**config.mk**
```make
export PLATFORM = sky130hd
export DESIGN_NAME = mds_mul_pipe
export DESIGN_NICKNAME = d
export VERILOG_FILES = /design/src/rtl/mds_mul_pipe.sv
export SDC_FILE = /design/constraint.sdc
export NUM_CORES = 1
export LEC_CHECK = 0
export CAP_MARGIN = 10
export CORE_ASPECT_RATIO = 0.6
export CORE_MARGIN = 2
export CORE_UTILIZATION = 47
export CTS_BUF_LIST = sky130_fd_sc_hd__clkbuf_4
export CTS_CLUSTER_SIZE = 10
export DETAILED_ROUTE_END_ITERATION = 10
export GPL_ROUTABILITY_DRIVEN = 0
export HOLD_SLACK_MARGIN = 0.1
export PLACE_DENSITY = 0.72
export REMOVE_ABC_BUFFERS = 1
export SLEW_MARGIN = 20
export SYNTH_ARGS = -nofsm -noshare
export SYNTH_HDL_FRONTEND = slang
export SYNTH_SLANG_ARGS = --single-unit
```
**constraint.sdc**
```tcl
create_clock -name clk -period 2.45 [get_ports clk]
set_input_delay 0.49 -clock clk [delete_from_list [all_inputs] [get_ports clk]]
set_output_delay 0.49 -clock clk [all_outputs]
set_load 0.01 [all_outputs]
```
**src/rtl/mds_mul_pipe.sv**
```systemverilog
// Pipelined Twofish MDS multiply over GF(2^8), poly 0x169, on LANES 32-bit words per beat.
// Latency: PIPE_STAGES cycles from input transfer to out_valid when unstalled; 1 beat/cycle throughput.
// Backpressure: full valid/ready; stages compact into bubbles, in_ready falls only when every stage is full.
//
// Ports:
//   clk, rst                 rising-edge clock, synchronous active-high reset
//   in_valid/in_ready        input handshake; in_data (32*LANES) and in_tag are sampled on transfer
//   out_valid/out_ready      output handshake; out_data/out_tag hold stable while stalled
//   occupancy                number of stages currently holding a valid beat
module mds_mul_pipe #(
  parameter int LANES       = 1,
  parameter int PIPE_STAGES = 2,
  parameter int TAG_W       = 4
) (
  input  logic                                 clk,
  input  logic                                 rst,
  input  logic                                 in_valid,
  output logic                                 in_ready,
  input  logic [32*LANES-1:0]                  in_data,
  input  logic [TAG_W-1:0]                     in_tag,
  output logic                                 out_valid,
  input  logic                                 out_ready,
  output logic [32*LANES-1:0]                  out_data,
  output logic [TAG_W-1:0]                     out_tag,
  output logic [$clog2(PIPE_STAGES+1)-1:0]     occupancy
);

  localparam int DW    = 32 * LANES;
  localparam int OCC_W = $clog2(PIPE_STAGES + 1);

  // Multiply by x, reducing by x^8+x^6+x^5+x^3+1 (low byte 0x69).
  function automatic logic [7:0] xtime(input logic [7:0] a);
    return {a[6:0], 1'b0} ^ (a[7] ? 8'h69 : 8'h00);
  endfunction

  // 0x5B = x^6+x^4+x^3+x+1
  function automatic logic [7:0] mul_5b(input logic [7:0] a);
    logic [7:0] x1, x2, x3, x4, x6;
    x1 = xtime(a);
    x2 = xtime(x1);
    x3 = xtime(x2);
    x4 = xtime(x3);
    x6 = xtime(xtime(x4));
    return a ^ x1 ^ x3 ^ x4 ^ x6;
  endfunction

  // 0xEF = x^7+x^6+x^5+x^3+x^2+x+1
  function automatic logic [7:0] mul_ef(input logic [7:0] a);
    logic [7:0] x1, x2, x3, x4, x5, x6, x7;
    x1 = xtime(a);
    x2 = xtime(x1);
    x3 = xtime(x2);
    x4 = xtime(x3);
    x5 = xtime(x4);
    x6 = xtime(x5);
    x7 = xtime(x6);
    return a ^ x1 ^ x2 ^ x3 ^ x5 ^ x6 ^ x7;
  endfunction

  // z = MDS * y, byte 0 is the LSB on both sides.
  function automatic logic [31:0] mds_word(input logic [31:0] y);
    logic [7:0] y0, y1, y2, y3, z0, z1, z2, z3;
    y0 = y[7:0];
    y1 = y[15:8];
    y2 = y[23:16];
    y3 = y[31:24];
    z0 = y0         ^ mul_ef(y1) ^ mul_5b(y2) ^ mul_5b(y3);
    z1 = mul_5b(y0) ^ mul_ef(y1) ^ mul_ef(y2) ^ y3;
    z2 = mul_ef(y0) ^ mul_5b(y1) ^ y2         ^ mul_ef(y3);
    z3 = mul_ef(y0) ^ y1         ^ mul_ef(y2) ^ mul_5b(y3);
    return {z3, z2, z1, z0};
  endfunction

  logic             valid_q    [1:PIPE_STAGES];
  logic             valid_d    [1:PIPE_STAGES];
  logic [DW-1:0]    data_q     [1:PIPE_STAGES];
  logic [DW-1:0]    data_d     [1:PIPE_STAGES];
  logic [TAG_W-1:0] tag_q      [1:PIPE_STAGES];
  logic [TAG_W-1:0] tag_d      [1:PIPE_STAGES];
  logic             adv        [1:PIPE_STAGES];
  // stage_free[i]: stage i can take a beat this cycle; entry PIPE_STAGES+1 is the downstream sink.
  logic             stage_free [1:PIPE_STAGES+1];
  logic [OCC_W-1:0] occ_q, occ_d;
  logic [DW-1:0]    mds_res;
  logic             in_xfer;
  logic             out_xfer;

  // All arithmetic sits in front of stage 1; later stages only delay.
  always_comb begin
    mds_res = '0;
    for (int k = 0; k < LANES; k++) begin
      mds_res[32*k +: 32] = mds_word(in_data[32*k +: 32]);
    end
  end

  // Ready ripples backwards from the sink so a stalled tail still lets upstream bubbles close.
  always_comb begin
    stage_free = '{default: 1'b0};
    adv        = '{default: 1'b0};
    stage_free[PIPE_STAGES+1] = out_ready;
    for (int i = PIPE_STAGES; i >= 1; i--) begin
      adv[i]        = valid_q[i] && stage_free[i+1];
      stage_free[i] = !valid_q[i] || adv[i];
    end
  end

  assign in_ready = stage_free[1];
  assign in_xfer  = in_valid && in_ready;
  assign out_xfer = adv[PIPE_STAGES];

  always_comb begin
    valid_d = valid_q;
    data_d  = data_q;
    tag_d   = tag_q;
    // A stage that hands its beat on is empty unless refilled below.
    for (int i = 1; i <= PIPE_STAGES; i++) begin
      if (adv[i]) begin
        valid_d[i] = 1'b0;
      end
    end
    if (in_xfer) begin
      valid_d[1] = 1'b1;
      data_d[1]  = mds_res;
      tag_d[1]   = in_tag;
    end
    for (int i = 2; i <= PIPE_STAGES; i++) begin
      if (adv[i-1]) begin
        valid_d[i] = 1'b1;
        data_d[i]  = data_q[i-1];
        tag_d[i]   = tag_q[i-1];
      end
    end
  end

  always_comb begin
    occ_d = occ_q;
    case ({in_xfer, out_xfer})
      2'b10:   occ_d = occ_q + OCC_W'(1);
      2'b01:   occ_d = occ_q - OCC_W'(1);
      default: occ_d = occ_q;
    endcase
  end

  // Data registers are cleared too so out_data reads 0 until the first beat arrives.
  always_ff @(posedge clk) begin
    if (rst) begin
      valid_q <= '{default: 1'b0};
      data_q  <= '{default: '0};
      tag_q   <= '{default: '0};
      occ_q   <= '0;
    end else begin
      valid_q <= valid_d;
      data_q  <= data_d;
      tag_q   <= tag_d;
      occ_q   <= occ_d;
    end
  end

  assign out_valid = valid_q[PIPE_STAGES];
  assign out_data  = data_q[PIPE_STAGES];
  assign out_tag   = tag_q[PIPE_STAGES];
  assign occupancy = occ_q;

endmodule
```
* After elaboration in Yosys (flattened, before gate mapping)
Index checks and enable logic that the tools add are counted.
** Storage, ports and cells
- Bits in registers :: 76
- Bits of input ports :: 40
- Output and inout bits :: 40
- Word-level logic and storage cells :: 130
** Cells by class
- Add/subtract/negate cells :: 2
- Equality and inequality tests :: 2
- Muxes and demuxes :: 33
- Bitwise operators :: 76
- Reduce and logical (&&, ||, !) cells :: 10
** Operator list (number)
- 8-bit bitwise XOR :: 50
- 8-bit by 7-bit bitwise XOR with 8-bit output :: 26
- 7-bit two-way mux :: 28
- 2-bit nonzero test :: 3
- 1-bit two-way mux :: 4
- 2-bit one-hot mux with 2 select lines :: 1
- 1-bit logical AND :: 3
- 2-bit by 1-bit adder with 2-bit output (second input constant) :: 1
- 2-bit by 1-bit equality test with 1-bit output (second input constant) :: 1
- 2-bit equality test (second input constant) :: 1
- 1-bit zero test :: 2
- 1-bit logical OR :: 2
- 2-bit by 1-bit subtractor with 2-bit output (second input constant) :: 1

* Longest topological paths before layout
- Depth after elaboration :: 18
- Gate-level depth with buffers :: 8
- Depth with buffers taken out :: 7

* Worst setup path before layout
OpenSTA, ideal clock, no wires.
- Path type :: input -> register
- Start point :: input port out_ready
- End point :: register occ_q[1] (netlist: occupancy[1])
- Setup time :: 0.070 ns
- Arrival time :: 2.069 ns
- Data required time :: 2.380 ns
- Setup slack :: 0.311 ns
- Stages :: 7
- Path buffers :: 1
- Path through :: nor2b_1 > a21oi_1 > inv_1 > clkbuf_1 > ha_1 > or3_1 > a21oi_1
** Between the ends
- Cells in the longest elaborated chain, start to end :: 7
- Elaborated cells between the ends (all ways) :: 9
- Classes of those cells :: eq/ne (2); mux (1); reduce/logical (6)
** Ends and longest elaborated chain
- start: declaration :: line 22 : input logic out_ready,
- 1-bit logical AND * :: line 102 : adv[i] = valid_q[i] && stage_free[i+1];
- 1-bit logical OR :: line 103 : stage_free[i] = !valid_q[i] || adv[i];
- 1-bit logical AND :: line 102
- 1-bit logical OR :: line 103
- 1-bit logical AND :: line 108 : assign in_xfer = in_valid && in_ready;
- 2-bit by 1-bit equality test with 1-bit output / 2-bit equality test (equally long branches) :: line 137 : case ({in_xfer, out_xfer})
- 2-bit one-hot mux with 2 select lines / 2-bit nonzero test (equally long branches)
- end signal: assignment :: line 150 : occ_q <= '0;
- end signal: assignment :: line 155 : occ_q <= occ_d;
- end: declaration :: line 83 : logic [OCC_W-1:0] occ_q, occ_d;
Every way passes the cells marked *; elsewhere a longest branch is shown, timed or not.
A chain may end at the register's enable or synchronous reset.

* Final worst setup path
- Start point :: input port out_ready
- End point :: output port in_ready
** Between the ends
- Cells in the longest elaborated chain, start to end :: 4
** Ends and longest elaborated chain
- 1-bit logical AND :: line 102
- 1-bit logical OR :: line 103
- 1-bit logical AND :: line 102
- 1-bit logical OR :: line 103
- end: declaration :: line 18 : output logic in_ready,
Every way passes these cells.

==> metrics <==
status=finished clean; most frequent cells in the layout=nand2_1, xnor2_1, clkdlybuf4s50_1; share of layout cells above drive strength 1=14.8%; relative slew slack=65.3%; CP dominant cell by count=clkdlybuf4s50_1; CTS HTree Levels=3; vias in the first global route=3,455; CTS max path bufs=2; Root Buffer Master=clkbuf_4; period utilization=89.1%; pin count of the biggest net entering global routing=52; area of the die=0.0107 mm2; Worst Path Arrival=1.69 ns; Antenna Nets Post-Route=0; via/cell ratio=4.71; CP endpoint kind=output pin; Cell Pwr Density=675 mW/mm2; Post-route DRC=0; vias=3,356; PortBufs=79; worst slew pin tran=0.521 ns; worst path cell trace=clkdlybuf4s50_1, nand3b_1, clkdlybuf4s50_1; met3 WL=568 um; sequential area share after synthesis=32.9%; routed len/inst=14.6 um; clock slew at reported path FFs=0.13 ns; DRT iter0 DRCs=121; First-pass DRT Iterations=4; M1 WL=5120 um; P_sw=1180 uW; HPWL after DPL=7740 um; Setup Buffers After CTS=0; fin crit period=2.18 ns; Mean Syn Cell Area=9.14 um2; Power Internal=2710 uW; startpoint types=input pin; GRT Resource Usage Total=20.8%; FF+latch count, synth=76; initial core utilization=49.4%; clock skew=0.0116 ns; hold slack=0.400 ns; worst skew pair latency=0.45 ns; Top delay family on crit path=buffers and inverters; Comb pwr share=36.8%; RSZ-0062 raised after global routing=false; Final Total Pwr=3880 uW; VDD IR max=373 uV; switching fraction of total power=30.3%; number of buffers and inverters on the critical path=2; WP data required=1.96 ns; Antenna diodes=0; initial antenna violation count=0; Slew Limit Fails=0; CTS tree=done; post-cts sizing count=0; row cnt=27; CP max stage delay=0.55 ns; hold_buf cts=0; maximum fanout along the worst path=3; Seq pwr share=37.2%; post-synth cell types=33; path type of the worst min-delay path=input pin to flip-flop; Die Wd=132 um; Ports=80; leakage power=0.00229 uW; clock power share=26.0%; synthesis-to-layout area growth=24.6%; worst setup path class=input pin to output pin; most common cell after layout, fill and taps aside=nand2_1; Critical Path Slowest Stage Cell=clkdlybuf4s50_1; YS warnings=0; DR top layer=met4; first-pass GRT wire length=17,000 um; Clock Sinks=76; post-synthesis cell count=505; Nets=618; detailed-route wire length=10,400 um; Die Y=80.8 um; met2 WL=4690 um; f_max=458 MHz; maxcap violations=0; core area=0.00936 mm2; mapped cell area=0.00462 mm2; Final Setup Violations=0; CTS buffer count=9; Hold Fails Final Rpt=0; gr ovfl total=0
## cell type report
| cell class | count | area, um2 |
|---|---|---|
| sequential | 76 | 1520 |
| timing repair buffer | 131 | 1200 |
| tap | 130 | 163 |
| clock buffer | 9 | 67.6 |
| clock inverter | 7 | 124 |
| inverter | 2 | 7.51 |
| multi-input combinational | 357 | 2670 |
| fill | 819 | 3600 |
## cells by family (layout without fill, tap and decap cells)
group	after synthesis	count (layout)	share of synthesized area [%]
compound gates	76	76	9.59
xor+xnor	142	142	35.9
fa+ha+maj	1	1	0.271
buf+inv	72	149	9.51
flops	76	76	32.9
simple gates	138	138	11.8
## cells in the mapped netlist
cell type,instances,area [um2]
nor3b_1,2,15.0
xnor2_1,83,727
buf_1,2,7.51
a211o_1,1,8.76
a21oi_1,55,275
buf_4,41,308
xnor2_2,6,97.6
or3_1,1,6.26
buf_6,1,11.3
ha_1,1,12.5
a211oi_1,14,105
nor4_1,1,6.26
inv_1,2,7.51
clkbuf_1,20,75.1
dfxtp_1,76,1520
xnor3_2,2,47.6
xnor3_4,1,26.3
xor2_2,2,32.5
o21ai_0,1,5.00
nand2_1,107,402
a21oi_2,1,8.76
xnor3_1,20,450
nor2b_1,2,12.5
nor2_1,22,82.6
xor3_2,1,25.0
nand2b_1,1,6.26
buf_2,6,30.0
o21a_1,2,15.0
a211oi_2,2,25.0
xor2_1,26,228
nand3b_1,1,7.51
and2_1,1,6.26
xor3_1,1,23.8
## sequential cells by signal, indices dropped and copies added (netlist names)
signal / flops
occupancy: 2
out_data: 32
valid_q: 1
data_q: 32
out_valid: 1
out_tag: 4
tag_q: 4
## worst reg2reg max path: cells and delay by family, from the launching register on
kind | cells | cell delay (ns)
simple gates | 2 | 0.64
flops | 1 | 0.39
fa+ha+maj | 1 | 0.26
compound gates | 2 | 0.22
buf+inv | 1 | 0.08
## per-stage QoR
step | utilization, % | cell area, um2 | TNS (ns) | worst slack, ns | cells
2_1_floorplan | - | 4190 | -37.10 | -1.98 | 435
3_3_place_gp | 59.5 | 5560 | -0.0536 | -0.0332 | 696
3_5_place_dp | 59.5 | 5560 | -0.491 | -0.0861 | 696
4_1_cts | 61.5 | 5760 | 0 | 0.264 | 712
5_1_grt | 61.5 | 5760 | 0 | 0.209 | 712
6_report | 61.5 | 5760 | 0 | 0.266 | 712
## final timing paths
check	start	to	slack, ns	cells after the start
hold reg to reg	data_q[41]	out_data[9]	0.46	2
hold / removal	rst	data_q[33]	0.40	2
setup reg to reg	out_valid	occupancy[1]	0.80	6
setup / recovery	out_ready	in_ready	0.27	3
## power by group through the flow
stage / Clock [uW] / Sequential (uW) / Combinational (uW)
after global placement: 0 / 1470 / 1400
final: 1010 / 1440 / 1430
after detailed placement: 0 / 1470 / 1430
after CTS: 1040 / 1440 / 1440
after floorplan: 0 / 1470 / 956
after global routing: 1100 / 1460 / 1550
## per-layer routing
layer	track usage [%]	vias up
met1	26.3	1541
met3	6.05	5
met4	5.33	0
li1	-	1736
met5	0	-
met2	35.3	74
(Power assumes the default switching activity.)
